--- src/rtl/imm_extend_pipe.sv ---
`default_nettype none
// ============================================================================
//  Module   : imm_extend_pipe
//  Purpose  : Registered RV immediate generator with valid/ready handshake.
//             Extracts I/S/B/J/U/Z/SH immediates, extends to XLEN and holds
//             the result until the consumer takes it.
//  Revision : 1.0 - initial release
// ============================================================================
module imm_extend_pipe #(
  parameter int XLEN        = 32,
  parameter int AUTO_DECODE = 0,
  parameter int TAG_W       = 32
) (
  input  logic             clk,
  input  logic             rst_n,
  input  logic             flush,
  input  logic             in_valid,
  output logic             in_ready,
  input  logic [31:0]      in_instr,
  input  logic [2:0]       in_imm_src,
  input  logic [TAG_W-1:0] in_tag,
  output logic             out_valid,
  input  logic             out_ready,
  output logic [XLEN-1:0]  out_imm,
  output logic [2:0]       out_type,
  output logic             out_err,
  output logic [TAG_W-1:0] out_tag
);

  localparam logic [2:0] c_fmt_i   = 3'd0;
  localparam logic [2:0] c_fmt_s   = 3'd1;
  localparam logic [2:0] c_fmt_b   = 3'd2;
  localparam logic [2:0] c_fmt_j   = 3'd3;
  localparam logic [2:0] c_fmt_u   = 3'd4;
  localparam logic [2:0] c_fmt_z   = 3'd5;
  localparam logic [2:0] c_fmt_sh  = 3'd6;
  localparam logic [2:0] c_fmt_bad = 3'd7;

  // Only RV32 and RV64 result widths are meaningful.
  generate
    if (XLEN != 32 && XLEN != 64) begin : g_xlen_check
      $error("imm_extend_pipe: XLEN must be 32 or 64");
    end
  endgenerate

  logic [2:0]      w_fmt;
  logic [31:0]     w_imm32;
  logic            w_sx;
  logic [XLEN-1:0] w_imm;
  logic            w_err;
  logic            w_accept;

  logic            r_valid;
  logic [XLEN-1:0] r_imm;
  logic [2:0]      r_type;
  logic            r_err;
  logic [TAG_W-1:0] r_tag;

  // Format source: opcode decode or the controller's select.
  generate
    if (AUTO_DECODE != 0) begin : g_auto
      // Map the major opcode (and funct3 where needed) to an immediate format.
      always_comb begin
        w_fmt = c_fmt_bad;
        case (in_instr[6:0])
          7'b0000011, 7'b1100111: w_fmt = c_fmt_i;
          // funct3 001/101 are the shift-immediate forms
          7'b0010011:             w_fmt = (in_instr[13:12] == 2'b01) ? c_fmt_sh : c_fmt_i;
          7'b0100011:             w_fmt = c_fmt_s;
          7'b1100011:             w_fmt = c_fmt_b;
          7'b1101111:             w_fmt = c_fmt_j;
          7'b0110111, 7'b0010111: w_fmt = c_fmt_u;
          7'b1110011:             w_fmt = in_instr[14] ? c_fmt_z : c_fmt_i;
          default:                w_fmt = c_fmt_bad;
        endcase
      end
      logic w_unused_src;
      assign w_unused_src = ^in_imm_src;
    end else begin : g_manual
      assign w_fmt = in_imm_src;
      logic w_unused_opcode;
      assign w_unused_opcode = ^in_instr[6:0];
    end
  endgenerate

  // Assemble the 32-bit immediate; the upper XLEN bits are added below.
  always_comb begin
    w_imm32 = 32'd0;
    case (w_fmt)
      c_fmt_i:  w_imm32 = {{20{in_instr[31]}}, in_instr[31:20]};
      c_fmt_s:  w_imm32 = {{20{in_instr[31]}}, in_instr[31:25], in_instr[11:7]};
      c_fmt_b:  w_imm32 = {{19{in_instr[31]}}, in_instr[31], in_instr[7],
                           in_instr[30:25], in_instr[11:8], 1'b0};
      c_fmt_j:  w_imm32 = {{11{in_instr[31]}}, in_instr[31], in_instr[19:12],
                           in_instr[20], in_instr[30:21], 1'b0};
      c_fmt_u:  w_imm32 = {in_instr[31:12], 12'd0};
      c_fmt_z:  w_imm32 = {27'd0, in_instr[19:15]};
      // RV64 shift amounts carry one more bit
      c_fmt_sh: w_imm32 = (XLEN == 64) ? {26'd0, in_instr[25:20]}
                                       : {27'd0, in_instr[24:20]};
      default:  w_imm32 = 32'd0;
    endcase
  end

  // Z and SH are unsigned; everything else extends from bit 31.
  assign w_sx  = (w_fmt <= c_fmt_u) && w_imm32[31];
  assign w_err = (w_fmt == c_fmt_bad);

  generate
    if (XLEN == 64) begin : g_x64
      assign w_imm = {{32{w_sx}}, w_imm32};
    end else begin : g_x32
      assign w_imm = w_imm32;
    end
  endgenerate

  assign in_ready = !flush && (!r_valid || out_ready);
  assign w_accept = in_valid && in_ready;

  // Output holding register: load on accept, clear valid on drain or flush.
  always_ff @(posedge clk) begin
    if (!rst_n) begin
      r_valid <= 1'b0;
      r_imm   <= '0;
      r_type  <= 3'd0;
      r_err   <= 1'b0;
      r_tag   <= '0;
    end else if (flush) begin
      r_valid <= 1'b0;
    end else if (w_accept) begin
      r_valid <= 1'b1;
      r_imm   <= w_imm;
      r_type  <= w_fmt;
      r_err   <= w_err;
      r_tag   <= in_tag;
    end else if (out_ready) begin
      r_valid <= 1'b0;
    end
  end

  assign out_valid = r_valid;
  assign out_imm   = r_imm;
  assign out_type  = r_type;
  assign out_err   = r_err;
  assign out_tag   = r_tag;

endmodule
`default_nettype wire

--- config.mk ---
export PLATFORM = sky130hd
export DESIGN_NAME = imm_extend_pipe
export DESIGN_NICKNAME = d
export VERILOG_FILES = /design/src/rtl/imm_extend_pipe.sv
export SDC_FILE = /design/constraint.sdc
export NUM_CORES = 1
export LEC_CHECK = 0
export BUFFER_PORTS_ARGS = -buffer_cell sky130_fd_sc_hd__buf_2
export CAP_MARGIN = 20
export CORE_AREA = 2 2 109 111
export DETAILED_ROUTE_END_ITERATION = 10
export DIE_AREA = 0 0 111 113
export PLACE_DENSITY_LB_ADDON = 0.08
export SYNTH_ARGS = -nofsm -noshare
export SYNTH_HDL_FRONTEND = slang
export SYNTH_SLANG_ARGS = --single-unit
--- constraint.sdc ---
create_clock -name clk -period 1.5 [get_ports clk]
set_input_delay 0.075 -clock clk [delete_from_list [all_inputs] [get_ports clk]]
set_output_delay 0.075 -clock clk [all_outputs]
set_load 0.05 [all_outputs]
# [Word-level counts from Yosys, hierarchy flattened]
# Index checks and enable logic that the tools add are counted.
[totals] reg_bits=69 inputBits=72 out_inout_bits=70 word_cells=26
[op_classes] eq_ne=7 n_mux=3 bitwise=2 n_reduce_logical=9
[op_table] cell="case mux 32 bit (7 select lines)" count=1
[op_table] cell="== test 3 bit (second input constant)" count=4
[op_table] cell="== test 3 x 2 -> 1 bit (second input constant)" count=2
[op_table] cell="== test 3 x 1 -> 1 bit (second input constant)" count=1
[op_table] cell="zero test 3 bit" count=1
[op_table] cell="logical AND 1 bit" count=2
[op_table] cell="zero test 1 bit" count=2
[op_table] cell="2-to-1 mux 1 bit" count=2
[op_table] cell="NOT 1 bit" count=2
[op_table] cell="AND reduction 2 bit" count=1
[op_table] cell="nonzero test 2 bit" count=1
[op_table] cell="OR reduction 2 bit" count=1
[op_table] cell="logical OR 1 bit" count=1

# [Longest topological paths before layout]
[depth] depth_word=5 ltp_mapped=6 mapped_depth_nobuf=4

# [Worst setup path before layout]
# OpenSTA, ideal clock, no wires.
[synth_path] path_kind="register -> register" startpoint="reg r_valid, in the netlist out_valid" endpoint="reg r_imm[1], in the netlist out_imm[1]" setup_ns=0.119 arrival_time_ns=1.444 required_ns=1.381 path_slack_ns=-0.063 path_stages_with_launch=6 n_path_buf=2 synth_period_minus_slack_ns=1.563 path_cell_list="dfxtp_1 nand2b_1 and3_1 buf_4 buf_6 o221a_2"
[synth_between] elab_chain_cells=5
[synth_lines] item="from (decl)" line_no="53" source="logic r_valid;"
[synth_lines] item="from (signal assigned)" line_no="123" source="r_valid <= 1'b0;"
[synth_lines] item="from (signal assigned)" line_no="129" source="r_valid <= 1'b0;"
[synth_lines] item="from (signal assigned)" line_no="131" source="r_valid <= 1'b1;"
[synth_lines] item="zero test 1 bit" line_no="117" source="assign in_ready = !flush && (!r_valid || out_ready);"
[synth_lines] item="logical OR 1 bit" line_no="117"
[synth_lines] item="logical AND 1 bit" line_no="117"
[synth_lines] item="logical AND 1 bit" line_no="118" source="assign w_accept = in_valid && in_ready;"
[synth_lines] item="AND reduction 2 bit (no source line)"
[synth_lines] item="to (signal assigned)" line_no="132" source="r_imm <= w_imm;"
[synth_lines] item="to (decl)" line_no="54" source="logic [XLEN-1:0] r_imm;"
# Every way passes these cells.
# A chain may end at the register's enable or synchronous reset.

# [Worst setup path after layout]
[layout_path] startpoint="reg r_valid, in the netlist out_valid" endpoint="reg r_imm[2], in the netlist out_imm[2]"
# Same word-level chain as after synthesis.

==> results.py <==
metrics = {
    "worst_setup_path": {
        "slowest_stage": "dfxtp_2",
        "regToRegStartpoint": "out_valid$_SDFFE_PP0P_",
        "cp_data_arrival_time_ns": 1.56,
        "rr_worst_depth": 5,
        "regToRegEndpoint": "out_imm[2]$_SDFFE_PN0P_",
        "startpoint": "out_valid$_SDFFE_PP0P_",
        "critPathBufInv": 1,
        "critPathCaptureType": "flop",
        "crit_type": "reg2reg",
        "required_ns": 1.73,
        "cpPeakStageDelay_ns": 0.32,
        "crit_chain": "nand2b_1 > and3_2 > buf_12 > o21ai_0 > o221a_2",
        "start_kind": "flop",
        "crit_fanout": 48,
        "crit_family": "compound AO/OA/AOI/OAI gates",
        "regToRegSetupSlack_ns": 0.16,
    },
    "global_routing": {
        "grt_start_max_net_pins": 49,
        "grt_pass1_vias": 2844,
        "grt_pass1_wl_microns": 14400,
        "grt_usage_pct": 14.8,
        "globalRoute.totalOverflow": 0,
        "antenna_found_initial": 0,
    },
    "finish": {
        "nFillCells": 1207,
        "drive_above_1_share_pct": 33.5,
        "areaGrowthSynthToFinish_pct": 55.0,
        "final_nets": 576,
        "diodes": 0,
        "final_util_pct": 38.6,
    },
    "timing": {
        "rsz0062_at_grt": "false",
        "hold_viol": 0,
        "maxSlewViolCount": 0,
        "finClkSkew_ns": 0.00259,
        "final.setup.tns_ns": 0,
        "relSlewSlack_pct": 65.9,
        "min_period_ns": 1.34,
        "worst_slack_ns": 0.163,
        "fmax_ghz": 0.748,
        "timing.final.crit_share_pct": 89.2,
        "worst_slew_pin_slew_ns": 0.511,
        "finalSetupViolCount": 0,
    },
    "power_and_ir_drop": {
        "switching_share_pct": 29.1,
        "peakVddDrop_mv": 0.853,
        "p_total_uw": 4940,
        "power_frac_seq_pct": 40.0,
        "cell_internal_pwr_uw": 3500,
        "clkPwrFrac_pct": 40.7,
        "p_per_area_nw_per_um2": 1140,
        "p_leak_uw": 0.00197,
        "p_sw_uw": 1440,
        "pwr-share-comb_pct": 19.3,
    },
    "clock_tree": {
        "numClockSinks": 69,
        "clock_latency_ns": 0.33,
        "cts_tree": "done",
        "path_clk_slew_ns": 0.05,
        "cts_resized": 0,
        "post_cts_buffers": 0,
        "cts_root_buffer": "clkbuf_16",
        "htreeDepth": 3,
        "cts_max_path_buffers": 2,
        "cts_buffers": 9,
    },
    "synthesis": {
        "syn_inst": 330,
        "ys_seq_area_share_pct": 49.2,
        "synth_edf_count": 0,
        "synth_area_leader_cell": "dfxtp_1",
        "synth_top_area_share_pct": 49.2,
        "netlist_area_sq_um": 2810,
        "ys_ff_latch": 69,
        "ys.flop_type": "dfxtp_1",
        "synth.distinct_cells": 29,
        "yosys_warnings": 0,
        "avgSynthCellArea_sq_um": 8.50,
        "synth_nets": 402,
        "synth_area_leaders": "dfxtp_1 49%, nand2_1 13%, a21boi_0 11%",
        "async_flop_share_pct": 0,
    },
    "place": {
        "port_buffers": 134,
        "place.detailed.hpwl_microns": 6310,
        "gp_congestion": 0.728,
        "place_ws_ns": 0.154,
    },
    "floorplan": {
        "die_w_microns": 111,
        "start_util_pct": 24.9,
        "dieArea_sq_um": 12500,
        "die_h_microns": 113,
        "rows": 39,
        "design.core.area_sq_um": 11300,
        "ioPinCount": 142,
    },
    "route": {
        "wl_microns": 9210,
        "wl_per_cell_microns": 14.2,
        "via_per_inst": 4.36,
        "drc": 0,
        "drtIter0Drc": 150,
        "firstDrtPassIters": 4,
        "num_vias": 2839,
        "ant_nets": 0,
    },
    "outcome": {
        "status": "finished, final reports clean",
    },
    "job": {
        "maxCapViolations": 0,
    },
    "min_path": {
        "hold_path.class": "in2reg",
        "hold_end": "out_imm[20]$_SDFFE_PN0P_",
        "hp-start": "in_instr[20]",
        "holdPathStages": 3,
    },
}
-- state kept, by name, summed over array words and instances (netlist names) --
name,flops
out_imm,32
out_err,1
out_type,3
out_tag,32
out_valid,1
-- cell usage after synthesis (2+ instances only) --
cell       n
a22oi_1    4
inv_1      2
a21boi_0  41
a21boi_1   2
mux2i_1    6
nand2_1   99
a21oi_1   23
nand3_1    9
nor2_1     6
nor2b_2    2
buf_6      2
o21ai_0   25
dfxtp_1   69
buf_4      4
clkbuf_1   7
o221a_2    4
buf_2     13
-- tightest hold or removal path, cell delays in order --
cell	delay (ns)
buf_2	0.12
nand2_1	0.05
a21oi_1	0.05
-- through the flow --
step | std cells | hold WS (ns) | area (sq um)
6_report | 651 | 0.0173 | 4350
5_1_grt | 651 | 0.0116 | 4350
4_1_cts | 651 | 0.00137 | 4350
3_5_place_dp | 591 | 0.329 | 3620
3_3_place_gp | 591 | 0.326 | 3620
2_1_floorplan | 330 | 0.209 | 2810
-- worst max-delay path by stage --
stage	endpoint	cells past startpoint
after floorplan	out_imm[1]$_SDFFE_PN0P_	5
after global placement	out_imm[4]$_SDFFE_PN0P_	5
after detailed placement	out_imm[2]$_SDFFE_PN0P_	5
after CTS	out_imm[2]$_SDFFE_PN0P_	5
after global routing	out_imm[2]$_SDFFE_PN0P_	5
final	out_imm[2]$_SDFFE_PN0P_	5
-- layout by cell type (no fill, tap or decap), types with 2 or more instances in the layout --
cell type and count:
mux2i_1 6, buf_12 2, a21boi_1 2, dlygate4sd3_1 45, dfxtp_1 68, nand3_1 8
nor2b_2 2, clkbuf_16 9, a21boi_0 41, buf_4 8, clkbuf_8 3, buf_2 134
clkbuf_1 2, o221a_2 4, inv_1 2, nand2_1 99, o21ai_0 25, nor2_1 6
a21oi_1 23, a22oi_1 4
-- power groups by stage --
stage	Sequential (uW)	Clock [uW]	Combinational [uW]
after floorplan	2340	0	267
after global placement	2010	0	873
after detailed placement	2010	0	874
after CTS	1980	2100	966
after global routing	1990	2180	1020
final	1970	2010	955
-- area by class of cell --
cell class / count / area [sq um] / area share (%)
Timing Repair Buffer: 189 / 1220 / 28.1
Tap cell: 143 / 179 / 4.11
Inverter: 2 / 7.51 / 0.173
Sequential cell: 69 / 1380 / 31.8
Clock buffer: 14 / 274 / 6.30
Clock inverter: 1 / 5.00 / 0.115
Multi-Input combinational cell: 233 / 1280 / 29.4
-- metal layers --
layer | share of wire, % | up-vias | wire, microns | track usage, %
met5 | 0 | - | 0 | 0
met2 | 46 | 95 | 4260 | 24.6
met3 | 7.3 | 8 | 676 | 6.70
met4 | 1.2 | 0 | 109 | 4.25
met1 | 45 | 1276 | 4170 | 17.2
li1 | - | 1460 | - | -
-- logic make-up after synthesis --
family,share of synthesized area [%]
AOI/OAI and AO/OA,24.3
xor gates and xnor gates,0.981
buffers and inverters,5.39
DFF,49.2
muxes,2.14
and+or+nand+nor,18.0
-- repair_timing --
action                                  4_1_cts  5_1_grt
endpoints found under the setup margin        0        0
hold buffers                                 45        0
endpoints found under the hold margin        45        0
Note: power is estimated with default switching activity, not from simulation.
